===== src/rtl/pot_scan_core.sv =====
// pot_scan_core: pot capacitor discharge/scan timer with per-channel result latches.
// Define POT_SCAN_IRQ_EN to add the irq/irqAck completion interrupt.
module pot_scan_core #(
  parameter int NCH    = 8,
  parameter int CW     = 8,
  parameter int MAXCNT = 228
) (
  input  logic              clk,
  input  logic              nRst,
  input  logic              tick,
  input  logic              potGo,
  input  logic              fastScan,
  input  logic [NCH-1:0]    p,
`ifdef POT_SCAN_IRQ_EN
  input  logic              irqAck,
  output logic              irq,
`endif
  output logic              dump,
  output logic [NCH*CW-1:0] potVal,
  output logic [NCH-1:0]    allPot,
  output logic              busy
);
  localparam logic [1:0] IDLE = 2'd0, DUMP = 2'd1, SCAN = 2'd2;
  if (MAXCNT < 1 || MAXCNT > (1 << CW) - 1 || NCH < 1 || NCH > 16 || CW < 4 || CW > 12) begin : g_bad_param
    $error("pot_scan_core: parameter out of range");
  end
  logic [1:0]    state;
  logic [CW-1:0] cnt;
  logic          dump_cnt;
  logic          step, scan, term;
  assign step = fastScan | tick;
  assign scan = state == SCAN && !potGo;
  assign term = scan && step && cnt == CW'(MAXCNT - 1);
  assign dump = state != SCAN;
  assign busy = state != IDLE;
  always_ff @(posedge clk or negedge nRst)
    if (!nRst) begin
      state    <= IDLE;
      cnt      <= '0;
      dump_cnt <= 1'b0;
      potVal   <= '0;
      allPot   <= '0;
    end else if (potGo) begin
      state    <= DUMP;
      cnt      <= '0;
      dump_cnt <= 1'b0;
      allPot   <= '1;
    end else if (state == DUMP) begin
      dump_cnt <= 1'b1;
      if (dump_cnt) state <= SCAN;
    end else if (state == SCAN) begin
      // terminal step forces every still-counting channel to MAXCNT
      for (int i = 0; i < NCH; i++)
        if (allPot[i] && (p[i] || term)) potVal[i*CW +: CW] <= term ? CW'(MAXCNT) : cnt;
      allPot <= term ? '0 : allPot & ~p;
      if (step) cnt <= cnt + 1'b1;
      if (term) state <= IDLE;
    end
`ifdef POT_SCAN_IRQ_EN
  always_ff @(posedge clk or negedge nRst)
    if (!nRst) irq <= 1'b0;
    else if (potGo || irqAck) irq <= 1'b0;
    else if (term) irq <= 1'b1;
`endif
endmodule


===== config.mk =====
export PLATFORM = sky130hd
export DESIGN_NAME = pot_scan_core
export DESIGN_NICKNAME = d
export VERILOG_FILES = /design/src/rtl/pot_scan_core.sv
export SDC_FILE = /design/constraint.sdc
export NUM_CORES = 1
export LEC_CHECK = 0
export ABC_AREA = 1
export CAP_MARGIN = 20
export CORE_MARGIN = 1
export CORE_UTILIZATION = 50
export DETAILED_ROUTE_END_ITERATION = 8
export GPL_ROUTABILITY_DRIVEN = 0
export GPL_TIMING_DRIVEN = 1
export PLACE_DENSITY = 0.89
export SLEW_MARGIN = 20
export SYNTH_ARGS = -nofsm -noshare
export SYNTH_HDL_FRONTEND = slang
export SYNTH_SLANG_ARGS = --single-unit

===== constraint.sdc =====
create_clock -name clk -period 1.75 [get_ports clk]
set_clock_uncertainty 0.1 [all_clocks]
set_input_delay 0.35 -clock clk [delete_from_list [all_inputs] [get_ports clk]]
set_output_delay 0.35 -clock clk [all_outputs]
set_load 0.03 [all_outputs]

==> run_results.csv, run 1 <==
group,metric,value,unit
critical_path,crit_start,"cnt[1]",
sta,fin_ws,-0.03373,ns
yosys,yosys_warnings,0,
clocking,cts_buffers,9,
final_layout,num_antenna_cells,0,
yosys,yosys.area.top_type_share,0.5411,
die,die_h,89.62,µm
critical_path,critical_path_peak_fanout,8,
yosys,muxShareOfSynthArea,0,
routing,vias_per_cell,5.741,
yosys,synth_compound_area_frac,0.02216,
global_routing,grt_pass1_wl,16.56,mm
clocking,cts_tree,"yes",
critical_path,worstPathRequired,1.90,ns
hold_path,hold_class,"flop to flop",
sta,relSlewSlack,0.7192,
sta,tightest_slew,0.4180,ns
global_routing,grt_usage,0.2821,
final_layout,syn2layout_area_growth,44.65,%
global_routing,grt_max_degree,84,
die,coreArea,0.007331,mm²
die,std_cell_rows,31,
die,die_x,89.62,µm
clocking,clkLatencyLatePin,0.36,ns
routing,wl_per_cell,17.49,µm
yosys,synth-main-ff-cell,"dfrtp_1",
yosys,avgSynthCellArea,9.432,µm²
global_routing,grt_overflow,0,
run_status,status,"complete, but fails checks",
clocking,clock-root-buffer,"clkbuf_8",
yosys,yosys.area_share.adder,0.003259,
routing,drtIter0Drc,292,
die,dieArea,0.008032,mm²
placed_design,dp_hpwl,7.203,mm
placed_design,dp_slack,-0.3000,ns
global_routing,grt_pass1_vias,3447,
power,irDropWorstVdd,0.7585,mV
yosys,ys_top_cells_by_count,"nand2_1 (148), dfrtp_1 (83), nand4_1 (64)",
yosys,synth-simple-area-share,0.3787,
run_status,violations,"negative setup slack",
critical_path,end_kind,"flop",
routing,finalWirelength,11.23,mm
critical_path,r2r-start,"cnt[1]",
hold_path,min-delay-start,"potVal[31]",
power,p_leak,2.970,nW
flow_run,drv_cap,0,
yosys,synth_top_family_by_area,"simple AND/OR/NAND/NOR gates",
clocking,path_clk_slew,0.09,ns
yosys,synth_nets,421,
final_layout,final_area,0.005553,mm²
yosys,synthMostInstantiatedCell,"nand2_1",
yosys,synthCells,407,
sta,fin_crit_sh,1.019,
placed_design,port_buffers,86,
yosys,ys_async_sr_fraction,1.000,
final_layout,finalNetCount,552,
sta,setup_viol,7,
placed_design,placed_area,0.005255,mm²
yosys,synth_area_leaders,"dfrtp_1 (54%), nand2_1 (14%), nand4_1 (10%), nand2_8 (4.7%), nand3_4 (4.1%)",
power,power_density,738.9,mW/mm²
yosys,ys_seq_area_frac,0.5411,
clocking,cts_sinks,83,
yosys,synth_edf_count,0,
sta,tns,-0.1524,ns
sta,min_period,1.784,ns
critical_path,worstSetupPathType,"flop to flop",
sta,hold_violations,0,
clocking,h-tree-depth,3,
yosys,yosys_register_bits,83,
final_layout,drive_above_1_share,0.2044,
routing,ant_nets,0,
routing,vias,3686,
sta,rsz0062_at_grt,"true",
global_routing,antenna_found_initial,0,
yosys,ys_types,24,
yosys,synth_top_cell_by_area,"dfrtp_1",
clocking,cts_max_path_buffers,2,
sta,fmax,0.5606,GHz
yosys,synth_xor_area_frac,0.004563,
routing,route.detailed.drc,0,
yosys,netlist_area,0.003839,mm²
routing,first_pass_iters,4,
die,start_util,0.5236,
critical_path,start_kind,"flop",
sta,slew_viol_final,0,
critical_path,arrival,1.94,ns
die,io_pins,87,
registers in the layout, indices dropped and copies added, names as in the netlist:
| register | count |
|---|---|
| cnt | 8 |
| allPot | 8 |
| state | 2 |
| potVal | 64 |
| dump_cnt | 1 |
kinds of logic after synthesis:
kind of cell               Yosys count
and+or+nand+nor                    263
DFF                                 83
buffers and inverters               42
AOI/OAI and AO/OA                   16
xor gates and xnor gates             2
adders and majority gates            1
path summary, 6_finish.rpt:
check,cells after the start,endpoint,slack (ns)
worst min-delay path,2,potVal[31],0.37
worst max register to register,9,potVal[2],-0.03
worst min register to register,2,potVal[31],0.37
min in group asynchronous,3,potVal[44],0.46
max in group asynchronous,3,potVal[7],0.77
worst max-delay path,9,potVal[2],-0.03
power by group:
part           leakage (nW)  switching, mW  internal [mW]  total, mW
logic                  1.74          0.285          0.194      0.479
registers              1.11         0.0252           1.95       1.97
clock network         0.113          0.702          0.950       1.65
total                  2.97           1.01           3.09       4.10
repair_timing:
action / in CTS / in global routing
endpoints found under the setup margin: 84 / 69
pin swaps: 2 / 9
resized for setup: 78 / 15
hold buffers: 1 / 0
hold endpoints to repair: 83 / 0
buffers inserted: 0 / 6
gates cloned: 1 / 0
layer usage:
layer,part of all wire,track usage,vias up,wire length (µm)
met2,0.51,0.4697,203,5674
met3,0.072,0.06581,62,806
li1,-,-,1641,-
met1,0.37,0.3360,1780,4194
met5,0,0,-,0
met4,0.049,0.1645,0,553
placed cells by master, fill, tap and decap left out, drive strengths merged:
master           n
clkdlybuf4s15    1
dfrtp           83
xor2             2
clkdlybuf4s50   11
nand2          160
clkinv           2
nand3           15
inv             19
o2bb2ai          1
dlygate4sd2     71
o22ai            1
nor2            22
bufinv           3
ha               1
a21oi           12
clkbuf          10
dlygate4sd3      1
o21ai            2
clkinvlp         2
nor3             3
buf             57
nand4           64
worst max-delay path, cell delays in order, from the launching register on:
cell     delay (ns)
dfrtp_1        0.43
ha_4           0.18
nand3_4        0.08
nor2_4         0.16
buf_12         0.13
nand2_8        0.12
nand2_8        0.13
nand3_4        0.14
nand2_1        0.12
nand2_1        0.07
per-stage QoR:
stage	std cells	utilization	total power [mW]	hold slack (ns)
final	642	0.7575	4.103	0.3687
after floorplan	407	-	2.229	-0.04559
after CTS	636	0.7416	4.103	0.3743
after global placement	618	0.7168	2.472	0.3037
after detailed placement	618	0.7168	2.489	0.3096
after global routing	642	0.7575	4.214	0.3930
cell type report:
| type | instances | area [µm²] |
|---|---|---|
| inverters | 20 | 81.33 |
| fillers | 491 | 1778 |
| flip-flops and latches | 83 | 2077 |
| well taps | 99 | 123.9 |
| multi-input cells | 283 | 1638 |
| clock buffers | 10 | 127.6 |
| clock inverters | 6 | 113.9 |
| repair buffers | 141 | 1391 |
(Power assumes the default switching activity.)
==> inputs of run 2 (changes only) <==
--- a/config.mk
+++ b/config.mk
@@ -8,11 +8,12 @@
 export ABC_AREA = 1
 export CAP_MARGIN = 20
 export CORE_MARGIN = 1
-export CORE_UTILIZATION = 50
+export CORE_UTILIZATION = 52
+export CTS_BUF_LIST = sky130_fd_sc_hd__clkbuf_8
 export DETAILED_ROUTE_END_ITERATION = 8
 export GPL_ROUTABILITY_DRIVEN = 0
 export GPL_TIMING_DRIVEN = 1
-export PLACE_DENSITY = 0.89
+export PLACE_DENSITY = 0.82
 export SLEW_MARGIN = 20
 export SYNTH_ARGS = -nofsm -noshare
 export SYNTH_HDL_FRONTEND = slang
==> run 2 against run 1 <==
The flow now finishes without violations; combinational power decreased by 5.4%; routed wire length fell by 8.6%; die area down 3.8%; critical path type is now input port to flop; highest routed layer unchanged.
==> run_results.csv, run 2 (same netlist as run 1, synthesis figures left out) <==
group,metric,value,unit
placed_design,dp_slack,-0.2646,ns
hold_path,hold_path_end,"potVal[36]",
critical_path,worstPathRequired,1.89,ns
critical_path,critical_path_peak_fanout,6,
die,std_cell_rows,30,
die,dieArea,0.007730,mm²
critical_path,start_kind,"input port",
sta,tightest_slew,0.4057,ns
sta,setup_viol,0,
clocking,cts_sinks,83,
routing,wl_per_cell,16.12,µm
placed_design,placed_area,0.005211,mm²
sta,min_period,1.702,ns
power,pwr-share-comb,0.120,
clocking,h-tree-depth,3,
final_layout,drive_above_1_share,0.1996,
clocking,path_clk_slew,0.08,ns
global_routing,grt_pass1_wl,16.14,mm
critical_path,r2r-start,"cnt[2]",
final_layout,biggestRegsByFlops,"potVal (64), allPot (8), cnt (8)",
run_status,status,"finished, final reports clean",
final_layout,top_register,"potVal",
clocking,cts_buffers,9,
routing,dr_wl_met3,643,µm
critical_path,worstSetupPathType,"input port to flop",
sta,hold_violations,0,
global_routing,grt_overflow,0,
power,p_leak,2.939,nW
routing,vias,3516,
hold_path,hold_class,"flop to flop",
global_routing,grt_max_degree,38,
flow_run,drv_cap,0,
final_layout,finalNetCount,550,
routing,route.detailed.drc,0,
final_layout,largest_register_ffs,64,
routing,ant_nets,0,
global_routing,grt_usage,0.2789,
critical_path,arrival,1.84,ns
hold_path,min-delay-start,"potVal[36]",
critical_path,crit_chain,"clkdlybuf4s50_1 -> inv_2 -> nand3_4 -> nor2_4 -> buf_4 -> a21oi_1 -> buf_4 -> nand4_1 -> nand2_1",
sta,fin_ws,0.04846,ns
sta,whs,0.3702,ns
final_layout,mostFrequentLayoutCells,"nand2_1 (146), dfrtp_1 (81), dlygate4sd2_1 (70)",
die,start_util,0.5528,
die,coreArea,0.006944,mm²
sta,relSlewSlack,0.7296,
global_routing,grt_pass1_vias,3377,
global_routing,antenna_found_initial,0,
final_layout,final_area,0.005388,mm²
sta,fin_crit_sh,0.9723,
sta,slew_viol_final,0,
power,switching_share,0.2588,
final_layout,syn2layout_area_growth,40.35,%
power,power_density,700.4,mW/mm²
power,p_int,2.797,mW
power,clockPowerShare,0.356,
placed_design,dp_hpwl,7.141,mm
final_layout,final_common_cell,"nand2_1",
clocking,clock-root-buffer,"clkbuf_8",
critical_path,critPathBufInv,4,
critical_path,critPathSlowestCell,"clkdlybuf4s50_1",
routing,top_layer,"met4",
power,irDropWorstVdd,0.4442,mV
critical_path,r2r_setup_slack,0.05,ns
routing,first_pass_iters,4,
routing,drtIter0Drc,204,
critical_path,r2r_cells,8,
placed_design,port_buffers,86,
critical_path,end_kind,"flop",
critical_path,slowest_delay,0.43,ns
die,io_pins,87,
routing,vias_per_cell,5.520,
clocking,cts_max_path_buffers,2,
sta,fmax,0.5877,GHz
routing,wirelength_met1,4.289,mm
clocking,cts_tree,"yes",
power,sequentialPowerShare,0.524,
hold_path,whs_path_depth,2,
power,switching_power,0.9765,mW
routing,finalWirelength,10.27,mm
final_layout,num_antenna_cells,0,
clocking,clkLatencyLatePin,0.35,ns
die,die_x,87.92,µm
final_layout,fillers,481,
critical_path,path_common_cell,"buf_4",
critical_path,crit_family,"buffers and inverters",
critical_path,worstReg2RegEnd,"potVal[61]",
routing,route.met2.wl,5.131,mm
power,power.total,3.773,mW
sta,rsz0062_at_grt,"true",
die,die_h,87.92,µm
[run 2: cell count changes in the layout (fill, tap and decap cells not counted), sizes merged]
cell / change
clkbuf: +3
dlygate4sd2: -1
bufinv: -3
buf: -1
[run 2: worst reg2reg max path, cell delays in order (launching register included)]
cell and delay [ns]:
dfrtp_2 0.45, nor2_2 0.13, nand2_2 0.08, nor2_4 0.24, nand2_4 0.20, nand2_8 0.14, nand3_4 0.11, nand2_1 0.09
nand2_1 0.05
[run 2: final cells by class]
cell class,count,area (µm²),area share
clock buffers,13,178.9,0.03321
well taps,96,120.1,0.02229
repair buffers,139,1313,0.2436
multi-input cells,283,1595,0.2961
clock inverters,3,20.02,0.003716
flip-flops and latches,83,2079,0.3860
inverters,20,81.33,0.01510
[run 2: metrics by stage]
stage	utilization	instances	TNS, ns
floorplan	-	407	0
global placement	0.7505	615	-13.03
detailed placement	0.7505	615	-15.25
CTS	0.7690	632	0
global route	0.7759	637	-0.3531
finish	0.7759	637	0
[run 2: worst max path at each step]
stage,endpoint,depth (start not counted),startpoint
after floorplan,potVal[0],8,cnt[0]
after global placement,potVal[2],8,potGo
after detailed placement,potVal[2],8,potGo
after CTS,potVal[24],8,cnt[1]
after global routing,potVal[8],8,tick
final,potVal[16],9,potGo
[run 2: metal layers]
| layer | track usage | vias to the layer above |
|---|---|---|
| met1 | 0.3649 | 1702 |
| met3 | 0.04807 | 23 |
| met4 | 0.1252 | 0 |
| met2 | 0.4567 | 150 |
| met5 | 0 | - |
| li1 | - | 1641 |
[run 2: timing repair]
item | in CTS | in global routing
cloned | 0 | 1
setup endpoints to repair | 74 | 66
hold endpoints to repair | 28 | 0
setup buffers | 0 | 4
pin swaps | 0 | 7
resized for setup | 77 | 9
hold buffers | 1 | 0
[run 2: power by group through the flow]
stage / clock network [mW] / registers (mW) / logic [mW]
5_1_grt: 1.44 / 1.98 / 0.488
3_3_place_gp: 0 / 2.01 / 0.448
4_1_cts: 1.36 / 1.97 / 0.451
6_report: 1.34 / 1.98 / 0.453
3_5_place_dp: 0 / 2.01 / 0.462
2_1_floorplan: 0 / 2.05 / 0.184
==> inputs of run 3 (changes only) <==
--- a/config.mk
+++ b/config.mk
@@ -8,12 +8,13 @@
 export ABC_AREA = 1
 export CAP_MARGIN = 20
 export CORE_MARGIN = 1
-export CORE_UTILIZATION = 52
-export CTS_BUF_LIST = sky130_fd_sc_hd__clkbuf_8
+export CORE_UTILIZATION = 50
+export CTS_BUF_LIST = sky130_fd_sc_hd__clkbuf_16
+export CTS_CLUSTER_DIAMETER = 30
 export DETAILED_ROUTE_END_ITERATION = 8
 export GPL_ROUTABILITY_DRIVEN = 0
 export GPL_TIMING_DRIVEN = 1
-export PLACE_DENSITY = 0.82
+export PLACE_DENSITY = 0.8
 export SLEW_MARGIN = 20
 export SYNTH_ARGS = -nofsm -noshare
 export SYNTH_HDL_FRONTEND = slang
==> run 3 against run 2 <==
The flow now finishes with violations (negative setup slack); sequential share of layout area fell by 0.38 points; maximum frequency shrank 3.3%; critical path type is now flop to flop; total power rose by 12%; register-to-register slack lost 0.06 ns; first-iteration DRC count grew 37%; die area grew 3.9%; cell count stayed put.
==> run_results.csv, run 3 (same netlist as run 1, synthesis figures left out) <==
group,metric,value,unit
run_status,status,"complete, but fails checks",
run_status,violations,"negative setup slack",
sta,fin_ws,-0.008816,ns
flow_run,drv_cap,0,
final_layout,num_antenna_cells,0,
sta,min_period,1.759,ns
global_routing,grt_pass1_vias,3189,
sta,hold_violations,0,
final_layout,largest_register_ffs,64,
final_layout,final_common_cell,"nand2_1",
sta,fin_crit_sh,1.005,
clocking,h-tree-depth,3,
sta,rsz0062_at_grt,"true",
global_routing,grt_usage,0.2600,
clocking,cts_max_path_buffers,2,
placed_design,port_buffers,86,
final_layout,mostFrequentLayoutCells,"nand2_1 (130), dfrtp_1 (83), dlygate4sd2_1 (72)",
global_routing,grt_pass1_wl,15.37,mm
power,p_leak,2.946,nW
die,coreArea,0.007331,mm²
global_routing,grt_max_degree,33,
sta,slew_viol_final,0,
critical_path,end_kind,"flop",
die,dieArea,0.008032,mm²
routing,first_pass_iters,4,
placed_design,dp_slack,-0.2659,ns
routing,dr_wl_met3,696,µm
final_layout,finalNetCount,547,
placed_design,dp_hpwl,6.339,mm
routing,ant_nets,0,
die,start_util,0.5236,
final_layout,syn2layout_area_growth,41.59,%
critical_path,critical_path_peak_fanout,8,
final_layout,biggestRegsByFlops,"potVal (64), allPot (8), cnt (8)",
power,irDropWorstVdd,0.5983,mV
global_routing,grt_overflow,0,
critical_path,arrival,1.88,ns
routing,vias_per_cell,5.560,
critical_path,worstSetupPathType,"flop to flop",
final_layout,top_register,"potVal",
clocking,cts_buffers,9,
sta,whs,0.3557,ns
hold_path,hold_class,"input port to flop",
power,power.total,4.220,mW
clocking,clock-root-buffer,"clkbuf_16",
routing,wirelength_met1,4.252,mm
power,power_density,776.4,mW/mm²
routing,wl_per_cell,16.67,µm
routing,top_layer,"met4",
routing,route.detailed.drc,0,
clocking,path_clk_slew,0.06,ns
critical_path,worstPathRequired,1.87,ns
clocking,cts_tree,"yes",
sta,setup_viol,2,
sta,tns,-0.01437,ns
die,die_x,89.62,µm
routing,finalWirelength,10.62,mm
sta,tightest_slew,0.3993,ns
sta,fmax,0.5686,GHz
routing,route.met2.wl,5.419,mm
clocking,clkLatencyLatePin,0.34,ns
die,std_cell_rows,31,
global_routing,antenna_found_initial,0,
placed_design,placed_area,0.005012,mm²
clocking,cts_sinks,83,
final_layout,drive_above_1_share,0.2045,
routing,drtIter0Drc,280,
routing,vias,3542,
final_layout,final_area,0.005435,mm²
sta,relSlewSlack,0.7338,
die,die_h,89.62,µm
die,io_pins,87,
critical_path,start_kind,"flop",
run 3: cell types whose count changed in the layout (fill, tap and decap cells not counted), sizes merged:
cell | before | now
dlymetal6s2s | 0 | 1
clkdlybuf4s15 | 1 | 0
clkdlybuf4s50 | 11 | 10
buf | 56 | 50
inv | 19 | 22
bufinv | 0 | 1
clkbuf | 13 | 11
clkinvlp | 2 | 0
dlygate4sd2 | 70 | 72
clkinv | 2 | 4
run 3: critical path: stages (launching register included):
cell and delay (ns):
dfrtp_1 0.41, ha_4 0.18, nand3_4 0.08, nor2_4 0.26, nand2_8 0.19, nand2_8 0.13, nand3_4 0.13, nand2_1 0.09
nand2_1 0.07
run 3: what timing repair did:
item	CTS	global route
endpoints found under the setup margin	138	67
gates resized for setup	76	30
hold endpoints to repair	26	0
pin swaps	2	12
hold buffers	1	0
gates cloned	1	0
buffers inserted	0	17
run 3: metal layers:
| layer | track usage | vias to the layer above |
|---|---|---|
| li1 | - | 1630 |
| met4 | 0.1342 | 0 |
| met2 | 0.4187 | 169 |
| met5 | 0 | - |
| met3 | 0.05850 | 22 |
| met1 | 0.3303 | 1721 |
run 3: area by class of cell:
cell class	count	area (µm²)
clock buffers	9	225.2
clock inverters	7	52.55
fillers	489	1896
inverters	20	81.33
multi-input cells	283	1654
flip-flops and latches	83	2077
well taps	99	123.9
repair buffers	136	1221
run 3: where the power goes:
group | leakage (nW) | switching (mW) | internal [mW]
registers | 1.11 | 0.0239 | 1.95
clock network | 0.146 | 0.731 | 1.08
logic | 1.69 | 0.279 | 0.161
total | 2.95 | 1.03 | 3.19
run 3: path summary, 6_finish.rpt:
path,startpoint,end,slack [ns],cells after the start
max,cnt[0],potVal[11],-0.009,8
min reg2reg,potVal[46],potVal[46],0.37,2
min in group asynchronous,nRst,potVal[21],0.38,2
min,potGo,state[0],0.36,4
max reg2reg,cnt[0],potVal[11],-0.009,8
max in group asynchronous,nRst,potVal[31],0.66,3
run 3: stage by stage:
step	util	std cells
finish	0.7414	637
global route	0.7414	637
CTS	0.7122	620
detailed placement	0.6837	602
global placement	0.6837	602
floorplan	-	407
